File: config.mk
export PLATFORM = sky130hd
export DESIGN_NAME = timer_bank
export DESIGN_NICKNAME = d
export VERILOG_FILES = /design/src/rtl/timer_bank.sv
export SDC_FILE = /design/constraint.sdc
export NUM_CORES = 1
export LEC_CHECK = 0
export CORE_MARGIN = 2
export CORE_UTILIZATION = 45
export DETAILED_ROUTE_END_ITERATION = 7
export PLACE_DENSITY = 0.7
export SLEW_MARGIN = 15
export SYNTH_ARGS = -nofsm -noshare
export SYNTH_HDL_FRONTEND = slang
export SYNTH_SLANG_ARGS = --single-unit
File: constraint.sdc
create_clock -name clk -period 15.1 [get_ports clk]
set_clock_uncertainty 0.05 [all_clocks]
set_input_delay 3.02 -clock clk [delete_from_list [all_inputs] [get_ports clk]]
set_output_delay 3.02 -clock clk [all_outputs]
set_load 0.03 [all_outputs]
File: src/rtl/timer_bank.sv
// Multi-channel interval timer: NUM_CH channels share one prescaler tick.
// Optional interrupt status/mask/irq logic is enabled with `define TIMER_BANK_IRQ_EN.
module timer_bank #(
  parameter int NUM_CH    = 4,
  parameter int CNT_W     = 32,
  parameter int PRE_W     = 8,
  parameter int RST_LIMIT = 256
) (
  input  logic                    clk,
  input  logic                    rst,
  input  logic [PRE_W-1:0]        prescale,
  input  logic [NUM_CH-1:0]       ch_ena,
  input  logic [NUM_CH-1:0]       ch_clr,
  input  logic [NUM_CH-1:0]       ch_mode,
  input  logic [NUM_CH-1:0]       ch_load_we,
  input  logic [NUM_CH*CNT_W-1:0] ch_load_val,
  output logic [NUM_CH-1:0]       ch_expire,
  output logic [NUM_CH-1:0]       ch_busy,
  output logic [NUM_CH*CNT_W-1:0] ch_count
`ifdef TIMER_BANK_IRQ_EN
  ,
  input  logic [NUM_CH-1:0]       irq_mask,
  input  logic [NUM_CH-1:0]       irq_ack,
  output logic                    irq
`endif
);

  localparam logic [CNT_W-1:0] LIMIT_RST = CNT_W'(RST_LIMIT);
  localparam logic [CNT_W-1:0] CNT_ONE   = CNT_W'(1);
  localparam logic [PRE_W-1:0] PRE_ONE   = PRE_W'(1);

  typedef enum logic [1:0] {
    ST_IDLE = 2'd0,
    ST_RUN  = 2'd1,
    ST_DONE = 2'd2
  } state_t;

  logic [PRE_W-1:0] pre_cnt_reg;
  logic [PRE_W-1:0] pre_cnt_next;
  logic             tick;

  // >= rather than == so lowering prescale at runtime never skips the wrap
  always_comb begin
    tick         = (pre_cnt_reg >= prescale);
    pre_cnt_next = tick ? '0 : pre_cnt_reg + PRE_ONE;
  end

  always_ff @(posedge clk or posedge rst) begin
    if (rst) begin
      pre_cnt_reg <= '0;
    end else begin
      pre_cnt_reg <= pre_cnt_next;
    end
  end

`ifdef TIMER_BANK_IRQ_EN
  logic [NUM_CH-1:0] expire_next_vec;
`endif

  genvar gi;
  generate
    for (gi = 0; gi < NUM_CH; gi++) begin : g_ch
      state_t           state_reg;
      state_t           state_next;
      logic [CNT_W-1:0] count_reg;
      logic [CNT_W-1:0] count_next;
      logic [CNT_W-1:0] limit_reg;
      logic [CNT_W-1:0] limit_next;
      logic             expire_reg;
      logic             expire_next;
      logic             busy;

      always_ff @(posedge clk or posedge rst) begin
        if (rst) begin
          state_reg  <= ST_IDLE;
          count_reg  <= '0;
          limit_reg  <= LIMIT_RST;
          expire_reg <= 1'b0;
        end else begin
          state_reg  <= state_next;
          count_reg  <= count_next;
          limit_reg  <= limit_next;
          expire_reg <= expire_next;
        end
      end

      // The terminal compare uses limit_reg, so a same-cycle load takes effect afterwards
      always_comb begin
        state_next  = state_reg;
        count_next  = count_reg;
        expire_next = 1'b0;
        limit_next  = ch_load_we[gi] ? ch_load_val[gi*CNT_W +: CNT_W] : limit_reg;
        if (ch_clr[gi] || !ch_ena[gi]) begin
          state_next = ST_IDLE;
          count_next = '0;
        end else begin
          case (state_reg)
            ST_IDLE: begin
              state_next = ST_RUN;
            end
            ST_RUN: begin
              if (tick) begin
                if (count_reg >= limit_reg) begin
                  expire_next = 1'b1;
                  count_next  = '0;
                  if (!ch_mode[gi]) begin
                    state_next = ST_DONE;
                  end
                end else begin
                  count_next = count_reg + CNT_ONE;
                end
              end
            end
            ST_DONE: begin
              count_next = '0;
            end
            default: begin
              state_next = ST_IDLE;
              count_next = '0;
            end
          endcase
        end
      end

      always_comb begin
        busy = (state_reg == ST_RUN);
      end

      assign ch_expire[gi]                 = expire_reg;
      assign ch_busy[gi]                   = busy;
      assign ch_count[gi*CNT_W +: CNT_W]   = count_reg;
`ifdef TIMER_BANK_IRQ_EN
      assign expire_next_vec[gi]           = expire_next;
`endif
    end
  endgenerate

`ifdef TIMER_BANK_IRQ_EN
  logic [NUM_CH-1:0] irq_status_reg;
  logic [NUM_CH-1:0] irq_status_next;
  logic              irq_reg;
  logic              irq_next;

  // Status sets on the same edge as ch_expire; a coinciding ack loses to the set
  always_comb begin
    irq_status_next = (irq_status_reg & ~irq_ack) | expire_next_vec;
    irq_next        = |(irq_status_reg & irq_mask);
  end

  always_ff @(posedge clk or posedge rst) begin
    if (rst) begin
      irq_status_reg <= '0;
      irq_reg        <= 1'b0;
    end else begin
      irq_status_reg <= irq_status_next;
      irq_reg        <= irq_next;
    end
  end

  assign irq = irq_reg;
`endif

endmodule

# Word-level counts from Yosys, hierarchy flattened
# Index checks and enable logic that the tools add are counted.
# op_classes
add_sub_neg	5
order_cmp	5
n_eq_ne	28
n_mux	53
reduce_logical	20
# op_table
operator	count
$mux 32	12
$pmux 32 s2	4
$add 32x1->32 const B	4
$ge 32x32->1	4
$mux 2	16
$ne 3x2->1 const B	8
$pmux 2 s3	4
$mux 1	16
$ne 2x2->1 const B	8
$reduce_and 4->1	4
$ne 3x1->1 const B	4
$add 8x1->8 const B	1
$eq 2x1->1 const B	4
$eq 2x2->1 const B	4
$ge 8x8->1	1
$logic_not 2->1	4
$mux 8	1
$reduce_and 2->1	4
$logic_not 1->1	4
$logic_or 1x1->1	4
# word_totals
register_bits	276
out_inout_bits	136

# Depth between registers and ports, before layout
# depth
ltp_word	5
depth_mapped	11
mapped_depth_nobuf	9

# Worst setup path before layout
# No wires, ideal clock.
# synth_path
kind	input -> register
from	in prescale[4]
to	reg g_ch[0].count_reg[25]
setup_ps	120
arrival_ps	5014
path_slack_ps	9916
path_stages	10
path_buffers	2
path_cell_list	inv_1 -> ha_1 -> a211o_1 -> o211ai_1 -> o311a_1 -> o31a_1 -> clkbuf_1 -> clkbuf_1 -> nor2_1 -> a31o_2
# synth_via
elab_chain_cells	3
# synth_lines
item	line	source
start: declaration	11	input logic [PRE_W-1:0] prescale,
$ge 8x8->1	44	tick = (pre_cnt_reg >= prescale);
$ne 3x2->1 (no source line)	-	
$reduce_and 2->1 (no source line)	-	
end signal: assignment	81	count_reg <= count_next;
end: declaration	65	logic [CNT_W-1:0] count_reg;
# No other way between the ends.
# A chain may end at the register's enable or synchronous reset.

# Worst setup path after layout
# layout_path
from	in prescale[5]
to	reg g_ch[3].count_reg[14]
# layout_via
elab_chain_cells	3
# layout_lines
item	line
$ge 8x8->1	44
$ne 3x2->1 (no source line)	-
$reduce_and 2->1 (no source line)	-
end signal: assignment	81
end: declaration	65
# No other way between the ends.

==> key figures <==
Critical path
  – Crit Path Category: in -> reg
  – Worst r2r dst: g_ch[3].count_reg[14]$_DFFE_PP0P_
  – CP Capture Type: register
  – Critical path data required time: 15.48 ns
  – Worst path max stage delay: approximately 0.80 ns
  – CP top delay family: compound AO/OA/AOI/OAI gates
  – Cells on worst reg2reg path: 6
  – CP arrival: roughly 6.5 ns
  – Startpoint types: input pin
  – Launching point of the worst reg2reg path: pre_cnt_reg[5]$_DFF_PP0_
  – R2R setup slack: ~11 ns
  – Slowest cell on the critical path: nand2_1
  – Critical path fanouts, max: 20
  – Critical path cell sequence: clkdlybuf4s50_1, inv_1, ha_1, nand4_1, o311a_1, o31ai_2, nand2_1, o31ai_1
  – WP buf/inv: 2

Min path
  – HP Class: reg -> reg
  – Hold path depth: 2
  – Hold Path Origin: g_ch[2].limit_reg[8]$_DFFE_PP1P_
  – Hold path endpoint: g_ch[2].limit_reg[8]$_DFFE_PP1P_

Finish
  – Final net count: between 2,000 and 2,500
  – Layout cells sized above 1: 5.36%
  – Most frequent cells in the layout: clkdlybuf4s50_1, dfrtp_1, nand2_1
  – Area delta synth->final: 27.3%
  – Most common cell after layout, fill and taps aside: clkdlybuf4s50_1

Placed design
  – Post-DP HPWL: ~30,000 um
  – IO buf count: 289
  – Gp weighted congestion: just over 0.8

Route
  – Vias: approximately 14,000
  – 1st-iter DRT viols: about 840
  – Vias per Instance: ~5.4
  – Final ANT Viol Nets: 0
  – DRC: 0
  – Final wirelength: 41,400 um
  – First-pass DRT Iterations: 5
  – DR WL/cell: between 15 and 20 um

Clocking
  – Worst-skew pair later-pin latency: around 0.55 ns
  – CTS sink cnt: 276
  – Post-cts resize count: 0
  – Clock buffer depth: 3
  – Clock-pin slew on the worst setup and hold paths: approximately 0.060 ns
  – Total CTS buffers: 31
  – Setup bufs post-CTS: 0
  – Hold buffer count at CTS: 0
  – Root Driver: clkbuf_16
  – H-tree levels: 1
  – CTS tree: yes

Global route
  – Gr usage total: 22.5%
  – First-pass GRT wire length: approximately 67,000 um
  – Vias in the first global route: between 10,000 and 15,000
  – Initial antenna violation count: 2
  – Total gr overflow: 0
  – Largest net degree at the start of global routing: 144

Logic synthesis
  – Register area share after synthesis: ~44%
  – Cell variety after synth: 69
  – Fraction of registers with async set/reset: 100%
  – Post-synthesis cell count: ~1,700
  – Syn_nets: just over 2,000
  – Yosys top cell area share: 43.2%
  – Top_reg_cell synth: dfrtp_1
  – Syn Area/Cell: about 9 um2
  – EDFF count, synth: 0
  – Netlist Area Pre-Place: between 0.015 and 0.02 mm2
  – Synth area leaders: dfrtp_1, ha_1, nand2_1, o21ai_0, inv_1
  – YS warnings: 0
  – Synth Register Bits: approximately 280
  – Synth area leader: dfrtp_1

Job
  – Total of max-cap violations: 0

Timing
  – TNS Setup: 0 ns
  – Slew margin rel.: 28.1%
  – Min cycle time layout: between 6 and 7 ns
  – WHS: about 0.45 ns
  – Worst Max-Slew Pin Slew: roughly 1.1 ns
  – Tcrit/Tclk final: 40.8%
  – Final Setup Violations: 0
  – Final Max Tran Viols: 0
  – RSZ-0062 raised after global routing: no
  – Max Clk Rate: ~160 MHz
  – Endpoints failing hold: 0

Floorplan
  – CORE AREA: 0.0345 mm2
  – Chip width: 191 um
  – Die height: around 190 um
  – Initial Util: about 46%
  – # rows: 68
  – DIE AREA: 0.0365 mm2
  – Num ports: 290

Pwr
  – Maximum vdd ir drop: about 86 uV
  – Power Dens Cells: roughly 89 mW/mm2
  – LEAKAGE: 8.89 nW

Outcome
  – Status: finished clean
power by group:
part	total [mW]	leakage, nW	switching (mW)	internal [mW]
Sequential	0.801	3.60	0.0208	0.780
Clock	0.770	0.504	0.305	0.466
Combinational	0.220	4.79	0.128	0.0924
Total	1.79	8.89	0.453	1.34
worst register-to-register path: cells and delay by family (launching register included):
kind            cells  cell delay [ns]
fa+ha+maj           1             0.32
flops               1             0.45
compound gates      3             1.78
simple gates        2             0.96
area by class of cell:
class                   count  area (um2)
repair buffers            300        2970
diodes                      2        5.00
clock buffers              47         916
flip-flops and latches    276        6910
inverters                 167         634
multi-input cells        1234        7910
clock inverters             9         128
well taps                 455         569
fillers                  3040       14400
synthesized netlist by cell type, drive strengths merged (5+ instances only):
cell type / n
o2bb2a: 5
xnor2: 47
clkbuf: 47
nor3b: 5
inv: 167
and2: 19
nor4: 19
a21oi: 57
or2: 13
nand3: 62
o21ai: 178
ha: 141
o31ai: 24
or3: 6
nand2b: 11
nand4: 50
a22o: 5
and4: 12
a31oi: 9
xor2: 14
a211oi: 8
o311ai: 14
nor2: 118
nand2: 251
buf: 20
o211ai: 9
o21a: 6
dfrtp: 272
nor2b: 5
nor3: 41
and3: 12
a21o: 23
nor4b: 13
worst max-delay path by stage:
| stage | start | end | depth (start not counted) |
|---|---|---|---|
| floorplan | rst | g_ch[0].count_reg[0]$_DFFE_PP0P_ | 1 |
| global placement | prescale[5] | g_ch[3].count_reg[18]$_DFFE_PP0P_ | 8 |
| detailed placement | prescale[5] | g_ch[3].count_reg[11]$_DFFE_PP0P_ | 8 |
| CTS | prescale[5] | g_ch[3].count_reg[14]$_DFFE_PP0P_ | 8 |
| global route | prescale[5] | g_ch[3].count_reg[14]$_DFFE_PP0P_ | 8 |
| finish | prescale[5] | g_ch[3].count_reg[14]$_DFFE_PP0P_ | 8 |
layer usage:
layer / routed length, um / track usage [%] / part of all wire (%)
met5: 0 / 0 / 0
met4: 906 / 6.17 / 2.2
met1: 18500 / 29.8 / 45
met3: 2170 / 3.82 / 5.2
met2: 19800 / 37.9 / 48
metrics by stage:
step                      std cells  power (mW)  area, um2  setup slack [ns]  util, %
after global placement         2432        1.03      19000              8.62     55.1
after floorplan                1744       0.945      15700              4.43        -
after global routing           2490        1.88      20000              8.74     58.2
after detailed placement       2432        1.04      19000              8.49     55.1
final                          2490        1.79      20000              8.94     58.2
after CTS                      2488        1.82      20000              9.02     58.2
cell families after synthesis:
family                     after synthesis  synth area share (%)
adders and majority gates              141                  11.2
buffers and inverters                  234                  5.88
muxes                                    8                 0.540
xor gates and xnor gates                61                  3.39
AOI/OAI and AO/OA                      378                  15.5
DFF                                    276                  43.9
and+or+nand+nor                        646                  19.6
Note: power is estimated with default switching activity, not from simulation.
